File: config.mk
export PLATFORM = sky130hd
export DESIGN_NAME = clk_div_prog
export DESIGN_NICKNAME = d
export VERILOG_FILES = /design/src/rtl/clk_div_prog.sv
export SDC_FILE = /design/constraint.sdc
export NUM_CORES = 1
export LEC_CHECK = 0
export ABC_AREA = 0
export ABC_CLOCK_PERIOD_IN_PS = 7400
export CAP_MARGIN = 20
export CORE_MARGIN = 5
export CORE_UTILIZATION = 35
export DETAILED_ROUTE_END_ITERATION = 8
export HOLD_SLACK_MARGIN = 0.06
export PLACE_DENSITY_LB_ADDON = 0.12
export SYNTH_ARGS = -nofsm -noshare
export SYNTH_HDL_FRONTEND = slang
export SYNTH_SLANG_ARGS = --single-unit
File: constraint.sdc
create_clock -name clk_in -period 7.4 [get_ports clk_in]
set_input_delay 1.85 -clock clk_in [delete_from_list [all_inputs] [get_ports clk_in]]
set_output_delay 1.85 -clock clk_in [all_outputs]
set_load 0.01 [all_outputs]
File: src/rtl/clk_div_prog.sv
// Runtime-programmable integer clock divider (ratio 2..2^CNT_W-1) with glitch-free ratio changes
// and clean start/stop. Define ODD_DUTY50_EN for a 50% duty cycle at odd ratios (adds a negedge flop).
module clk_div_prog #(
  parameter int CNT_W   = 8,
  parameter int DEF_DIV = 2
) (
  input  logic             clk_in,
  input  logic             arst_n,
  input  logic             i_en,
  input  logic [CNT_W-1:0] i_div,
  input  logic             i_div_load,
  output logic             o_clk_out,
  output logic             o_tick,
  output logic             o_running,
  output logic [CNT_W-1:0] o_div_active
);

  localparam logic [CNT_W-1:0] ONE   = CNT_W'(1);
  localparam logic [CNT_W-1:0] TWO   = CNT_W'(2);
  localparam logic [CNT_W-1:0] DEF_N = CNT_W'(DEF_DIV);

  logic [CNT_W-1:0] r_cnt;
  logic [CNT_W-1:0] r_div_active;
  logic [CNT_W-1:0] r_shadow;
  logic             r_pend;
  logic             r_clk_out;
  logic             r_tick;
  logic             r_running;

  logic             w_at_end;
  logic             w_adv;
  logic             w_wrap;
  logic             w_idle_load;
  logic             w_swap;
  logic             w_pend_eff;
  logic [CNT_W-1:0] w_div_clamped;
  logic [CNT_W-1:0] w_shadow_eff;
  logic [CNT_W-1:0] w_n_nxt;
  logic [CNT_W-1:0] w_h_nxt;
  logic [CNT_W-1:0] w_cnt_nxt;

  assign w_at_end      = (r_cnt == (r_div_active - ONE));
  assign w_adv         = ~w_at_end | i_en;
  assign w_wrap        = w_at_end & i_en;
  assign w_idle_load   = w_at_end & ~i_en & r_pend;
  assign w_div_clamped = (i_div < TWO) ? TWO : i_div;

  // A load landing on the wrap edge takes effect at that same wrap.
  assign w_shadow_eff  = i_div_load ? w_div_clamped : r_shadow;
  assign w_pend_eff    = i_div_load | r_pend;
  assign w_swap        = w_wrap & w_pend_eff;

  always_comb begin
    w_n_nxt = r_div_active;
    if (w_swap)
      w_n_nxt = w_shadow_eff;
    else if (w_idle_load)
      w_n_nxt = r_shadow;
  end

  assign w_h_nxt = w_n_nxt >> 1;

  always_comb begin
    w_cnt_nxt = r_cnt;
    if (w_idle_load)
      w_cnt_nxt = r_shadow - ONE;
    else if (w_wrap)
      w_cnt_nxt = '0;
    else if (w_adv)
      w_cnt_nxt = r_cnt + ONE;
  end

  always_ff @(posedge clk_in or negedge arst_n) begin
    if (!arst_n) begin
      r_cnt        <= DEF_N - ONE;
      r_div_active <= DEF_N;
      r_shadow     <= DEF_N;
      r_pend       <= 1'b0;
      r_clk_out    <= 1'b0;
      r_tick       <= 1'b0;
      r_running    <= 1'b0;
    end else begin
      r_cnt        <= w_cnt_nxt;
      r_div_active <= w_n_nxt;
      r_clk_out    <= w_adv & (w_cnt_nxt < w_h_nxt);
      r_tick       <= w_adv & (w_cnt_nxt == '0);
      r_running    <= w_adv | i_en;
      if (i_div_load)
        r_shadow <= w_div_clamped;
      if (w_swap)
        r_pend <= 1'b0;
      else if (i_div_load)
        r_pend <= 1'b1;
      else if (w_idle_load)
        r_pend <= 1'b0;
    end
  end

`ifdef ODD_DUTY50_EN
  // Half-cycle stretch of the high phase for odd ratios; output must be a generated clock.
  logic r_hold_n;

  always_ff @(negedge clk_in or negedge arst_n) begin
    if (!arst_n)
      r_hold_n <= 1'b0;
    else
      r_hold_n <= r_clk_out & r_div_active[0];
  end

  assign o_clk_out = r_clk_out | r_hold_n;
`else
  assign o_clk_out = r_clk_out;
`endif

  assign o_tick       = r_tick;
  assign o_running    = r_running;
  assign o_div_active = r_div_active;

endmodule

Word-level counts from Yosys, hierarchy flattened

Cells that the tools add are included.

Div/mod/pow operators: 0
Shift-type cells: 0
Add/subtract/negate cells: 3
Equal/unequal tests: 1
Reductions and logical operators: 3
Bitwise gates (word level): 11
$lt $le $gt $ge: 2
Mux-type cells: 10
Multiply operators: 0

Operators by type and width:

| kind                                                       | number |
|---|---|
| two-way mux 8 bit                                          | 7 |
| subtractor 8 x 1 -> 8 bit, second input constant           | 2 |
| adder 8 x 1 -> 8 bit, second input constant                | 1 |
| == test 8 bit                                              | 1 |
| zero test 8 bit                                            | 1 |
| less-than comparator 8 x 2 -> 1 bit, second input constant | 1 |
| less-than comparator 8 x 7 -> 1 bit                        | 1 |
| AND 1 bit                                                  | 6 |
| two-way mux 1 bit                                          | 3 |
| OR 1 bit                                                   | 3 |
| nonzero test 3 bit                                         | 1 |
| inverter 1 bit                                             | 2 |
| nonzero test 2 bit                                         | 1 |

Memories: 0
Output and inout bits: 11
Word-level logic and storage cells: 38
Register bits: 28
Input bits: 12
Memory bits (read-only): 0
Latch bits: 0
RAM bits: 0

Logic depth before layout (Yosys ltp)

Gate-level depths: netlist (run 1).

Depth after elaboration: 9
Depth in mapped cells: 18
Depth with buffers taken out: 15

Least setup slack after synthesis (run 1)

Ideal clock, no wire load.

Path kind: input-to-reg
Start point: in i_div_load
End point: reg r_clk_out (netlist: o_clk_out)
Required time: 7280 ps
Buffers on the path: 2
Stages: 9
Path slack: 3748 ps
Data arrival time: 3532 ps
Setup time: 120 ps
Cell sequence: clkbuf_1 -> o21a_1 -> nand2_1 -> buf_2 -> a21o_1 -> ha_1 -> nand2_1 -> o31a_1 -> a31o_1

Longest elaborated chain between the ends: 5
Elaborated cells between the ends (all ways): 6
Those cells by class: order compare: 1; mux: 2; bitwise: 3

RTL lines:

| what                                  | line | RTL |
|---|---|---|
| start: declaration                    | 11   | `input logic i_div_load,` |
| OR 1 bit                              | 50   | `assign w_pend_eff = i_div_load \| r_pend;` |
| AND 1 bit                             | 51   | `assign w_swap = w_wrap & w_pend_eff;` |
| two-way mux 8 bit *                   | 55   | `if (w_swap)` |
| less-than comparator 8 x 7 -> 1 bit * | 85   | `r_clk_out <= w_adv & (w_cnt_nxt < w_h_nxt);` |
| AND 1 bit *                           | 85   |  |
| end signal: assignment                | 85   |  |
| end: declaration                      | 26   | `logic r_clk_out;` |

Mark *: on every way between the ends. The rest lies on a longest branch, timed or not.
A chain may end at the register's enable or synchronous reset.

Worst setup path in the final report (run 1)

Same ends and word-level chain as after synthesis.

==> results_dict.tcl, run 1 <==
set metrics [dict create \
    worstPathArrival_ns 4.29 \
    grt_max_degree 29 \
    crit_fanout 13 \
    grt_overflow_total 0 \
    antenna_found_initial 0 \
    busiest_layer "met2" \
    place.port_buffers 22 \
    grt_use_met2_pct 24.2 \
    slew_viol_final 0 \
    setup_viol 0 \
    utilization_pct 41.7 \
    cts_root_buf "clkbuf_8" \
    syn-mean-instance-area_um2 9.84 \
    ys_seq_area_share_pct 35.3 \
    synth_seq_cells 28 \
    drt_first_pass_iters 4 \
    synthArstFlopShare_pct 100 \
    layout-drive-gt1-share_pct 15.2 \
    grt_setup_unrepaired "false" \
    synthFlopType "dfrtp_1" \
    track_usage_pct 14.1 \
    clockBufferDepth 2 \
    p_per_area_mw_per_mm2 363 \
    final_area_mm2 0.00231 \
    hp-class "reg -> reg" \
    antenna_cells 0 \
    cts_made_buffers 3 \
    worstSetupPathType "in -> reg" \
    worstPathRequired_ns 7.63 \
    dp.cells 291 \
    cp-end-kind "flip-flop" \
    post_cts_resized 0 \
    finalWorstSetupSlack_ns 3.34 \
    drt_iter0_drc 73 \
    dr_total_vias 1533 \
    grt_util_met3_pct 1.25 \
    die_y_um 85.5 \
    r2r_slack_ns 3.92 \
    tns_ns 0 \
    routedWlPerCell_um 16.5 \
    status "completed" \
    cts_setup_buffers 0 \
    timing.hold.ws_ns 0.584 \
    met1_usage_pct 18.7 \
    yosysWarningCount 0 \
    grt_pass1_wl_um 7940 \
    place_area_mm2 0.00227 \
    period_needed_ns 4.06 \
    leakage_nw 1.00 \
    dp_hpwl_um 3890 \
    syn-cell-area_mm2 0.00200 \
    ys_types 62 \
    core_mm2 0.00554 \
    dp_slack_ns 3.05 \
    clkLatencyLatePin_ns 0.28 \
    dieWidth_um 85.5 \
    worst_pin_slew_ns 0.454 \
    irDropWorstVdd_mv 0.170 \
    layout.nets 245 \
    boundaryPins 23 \
    cts_tree "built" \
    synth_cells 203 \
    power_mw 0.838 \
    cap_violations 0 \
    drc 0 \
    syn-num-nets 224 \
    instances_no_fill 295 \
    mostFrequentLayoutCells "dfrtp_1, clkdlybuf4s50_1, nor2_1" \
    clock-sinks 28 \
    die_area_mm2 0.00732 \
    avgViaCountPerCell 5.20 \
    path_clk_slew_ns 0.10 \
    gp_congestion 0.789 \
    period_share_pct 54.8 \
    synth-edff-count 0 \
    skew_ns 0.0111 \
    layout.cells.most_common "dfrtp_1" \
    htreeDepth 1 \
    grt_pass1_vias 1534 \
    fmax_ghz 0.246 \
    critPathLaunchType "primary input" \
    slew_headroom_pct 69.3 \
    ant_nets 0 \
    rows 27 \
    syn2layout_area_growth_pct 15.7 \
    hold_buffers 0 \
    start_util_pct 36.0 \
    wl_um 4870 \
    hold_viol 0 \
]
[worst max-delay path: stages]
cell and delay (ns):
clkdlybuf4s50_1 0.63, o21a_1 0.31, nand2_1 0.33, nor2_1 0.09, a21o_1 0.19, ha_1 0.33
a221oi_2 0.30, o31a_1 0.17, a31o_1 0.09
[final cells by class]
class	instances	area, um^2
multi-input combinational	154	1190
inverter	14	52.6
clock buffer	4	45.0
fill	587	3230
tap	72	90.1
sequential	28	704
timing repair buffer	23	228
[Yosys cell counts, drive strengths merged (4+ instances only)]
master,count,area (um^2)
a21o,7,52.6
a21oi,6,30.0
and3,4,35.0
buf,5,37.5
dfrtp,25,626
ha,9,113
inv,14,52.6
mux2,7,78.8
mux2i,6,60.1
nand2,16,82.6
nand2b,5,31.3
nor2,17,63.8
nor3,6,30.0
o21ai,9,45.0
xnor2,16,148
[layer usage]
| layer | vias up | part of all wire (%) |
|---|---|---|
| li1 | 769 | - |
| met1 | 724 | 47 |
| met2 | 35 | 48 |
| met3 | 5 | 3.6 |
| met4 | 0 | 1.2 |
| met5 | - | 0 |
[final timing paths]
path,from,endpoint,depth (start not counted)
min in group asynchronous,arst_n,r_shadow[0],2
setup / recovery,i_div_load,o_clk_out,9
max in group asynchronous,arst_n,r_cnt[0],2
hold reg to reg,o_div_active[1],o_div_active[1],1
hold / removal,o_div_active[1],o_div_active[1],1
setup reg to reg,o_div_active[0],o_clk_out,13
[power breakdown]
| part | switching [mW] | total (mW) | internal, mW |
|---|---|---|---|
| clock network | 0.0481 | 0.0868 | 0.0387 |
| logic | 0.238 | 0.469 | 0.231 |
| registers | 0.0816 | 0.283 | 0.201 |
| total | 0.368 | 0.838 | 0.471 |
[kinds of logic after synthesis]
family / synth area share [%]
AO/OA/AOI/OAI: 18.8
XOR/XNOR: 8.71
adder cells (fa/ha/maj): 5.64
buffers and inverters: 5.07
flip-flops: 35.3
multiplexers: 6.96
AND/OR/NAND/NOR: 19.5
[sequential cells by signal, indices dropped and copies added (netlist names)]
| name | count |
|---|---|
| o_running | 1 |
| o_clk_out | 1 |
| o_div_active | 8 |
| o_tick | 1 |
| r_shadow | 8 |
| r_pend | 1 |
| r_cnt | 8 |
No activity file was read; power rests on OpenSTA's default activity.
==> run 2, diff against run 1 <==
Settings changed: ABC_CLOCK_PERIOD_IN_PS 7400 to 3800.
Clock period 7.4 ns to 3.8 ns, I/O delays scaled along.
==> results_dict.tcl, run 2 (synthesis gave the netlist of run 1 again) <==
set metrics [dict create \
    wl_um 5090 \
    worstPathRequired_ns 4.02 \
    worst_pin_slew_ns 0.476 \
    die_y_um 85.5 \
    period_needed_ns 3.45 \
    gp_congestion 0.838 \
    mostFrequentLayoutCells "dfrtp_1, clkdlybuf4s50_1, nor2_1" \
    slew_viol_final 0 \
    clockBufferDepth 2 \
    setup_viol 0 \
    tns_ns 0 \
    drt_first_pass_iters 4 \
    worstSetupPathType "reg -> reg" \
    drt_iter0_drc 125 \
    worstPathArrival_ns 3.67 \
    post_cts_resized 0 \
    antenna_found_initial 0 \
    slew_headroom_pct 67.9 \
    clock-sinks 28 \
    cpMostUsedCell "ha_1" \
    cts_tree "built" \
    place.port_buffers 22 \
    fmax_ghz 0.290 \
    core_mm2 0.00554 \
    cp_top_family "compound AO/OA/AOI/OAI gates" \
    htreeDepth 1 \
    hold_buffers 0 \
    irDropWorstVdd_mv 0.217 \
    status "completed" \
    leakage_nw 1.01 \
    dr_total_vias 1538 \
    avgViaCountPerCell 5.18 \
    slowest_stage "dfstp_2" \
    boundaryPins 23 \
    hp-class "reg -> reg" \
    ant_nets 0 \
    cp-end-kind "flip-flop" \
    finalWorstSetupSlack_ns 0.354 \
    grt_setup_unrepaired "false" \
    critical_path_buf_inv_count 1 \
    critPathLaunchType "flip-flop" \
    layout-drive-gt1-share_pct 16.0 \
    cap_violations 0 \
    syn2layout_area_growth_pct 16.5 \
    dp_slack_ns 0.339 \
    die_area_mm2 0.00732 \
    grt_max_degree 29 \
    p_per_area_mw_per_mm2 708 \
    start_util_pct 36.0 \
    routedWlPerCell_um 17.1 \
    cts_made_buffers 3 \
    period_share_pct 90.7 \
    cts_setup_buffers 0 \
    dp_hpwl_um 4090 \
    antenna_cells 0 \
    crit_chain "inv_1 -> ha_1 -> xnor2_1 -> a211oi_1 -> and4_4 -> and2_4 -> nand2_2 -> o22ai_1 -> ha_1 -> a221oi_2 -> o31a_1 -> a31o_1" \
    grt_pass1_wl_um 8710 \
    track_usage_pct 15.2 \
    grt_pass1_vias 1651 \
    layout.cells.most_common "dfrtp_1" \
    hold_viol 0 \
    max_stage_delay_ns 0.61 \
    path_clk_slew_ns 0.10 \
    drc 0 \
    skew_ns 0.00706 \
    crit_fanout 14 \
    dieWidth_um 85.5 \
    cts_root_buf "clkbuf_8" \
    clkLatencyLatePin_ns 0.27 \
    layout.nets 247 \
    grt_overflow_total 0 \
    rows 27 \
]
## run 2: cell types whose count changed in the layout (fill, tap and decap cells not counted), sizes merged
cell / before / now
buf: 1 / 3
## run 2: area by class of cell
cell class,count,area [um^2]
fill,587,3210
timing repair buffer,25,243
inverter,14,52.6
tap,72,90.1
multi-input combinational,154,1190
clock buffer,4,45.0
sequential,28,704
## run 2: path summary, 6_finish.rpt
| check | from | end | slack [ns] | depth (start not counted) |
|---|---|---|---|---|
| max | o_div_active[1] | o_clk_out | 0.35 | 12 |
| min reg2reg | r_shadow[1] | r_shadow[1] | 0.58 | 2 |
| min in group asynchronous | arst_n | o_div_active[0] | 1.05 | 2 |
| max reg2reg | o_div_active[1] | o_clk_out | 0.35 | 12 |
| min | r_shadow[1] | r_shadow[1] | 0.58 | 2 |
| max in group asynchronous | arst_n | r_shadow[1] | 2.43 | 2 |
## run 2: layer usage
metal | up-vias | global-route usage [%] | share of wire, %
li1 | 771 | - | -
met1 | 737 | 21.6 | 50
met2 | 26 | 24.6 | 46
met3 | 4 | 2.02 | 3.4
met4 | 0 | 3.45 | 0.67
met5 | - | 0 | 0
## run 2: worst register-to-register path: stages, from the launching register on
cell      delay [ns]
dfstp_2         0.61
inv_1           0.06
ha_1            0.28
xnor2_1         0.12
a211oi_1        0.18
and4_4          0.31
and2_4          0.25
nand2_2         0.25
o22ai_1         0.44
ha_1            0.34
a221oi_2        0.30
o31a_1          0.17
a31o_1          0.08
## run 2: power by group
part	leakage (nW)	internal [mW]	switching (mW)	total [mW]
Sequential	0.332	0.391	0.157	0.549
Clock	0.0228	0.0752	0.0915	0.167
Combinational	0.659	0.454	0.476	0.930
Total	1.01	0.921	0.725	1.65
## run 2: through the flow
stage               std cells  power [mW]  hold WS [ns]  utilization, %  area, um^2
floorplan                 203        1.21         0.486               -        2000
global placement          293        1.49         0.570            41.2        2280
detailed placement        293        1.49         0.566            41.2        2280
CTS                       297        1.66         0.582            42.0        2330
global route              297        1.80         0.604            42.0        2330
finish                    297        1.65         0.580            42.0        2330
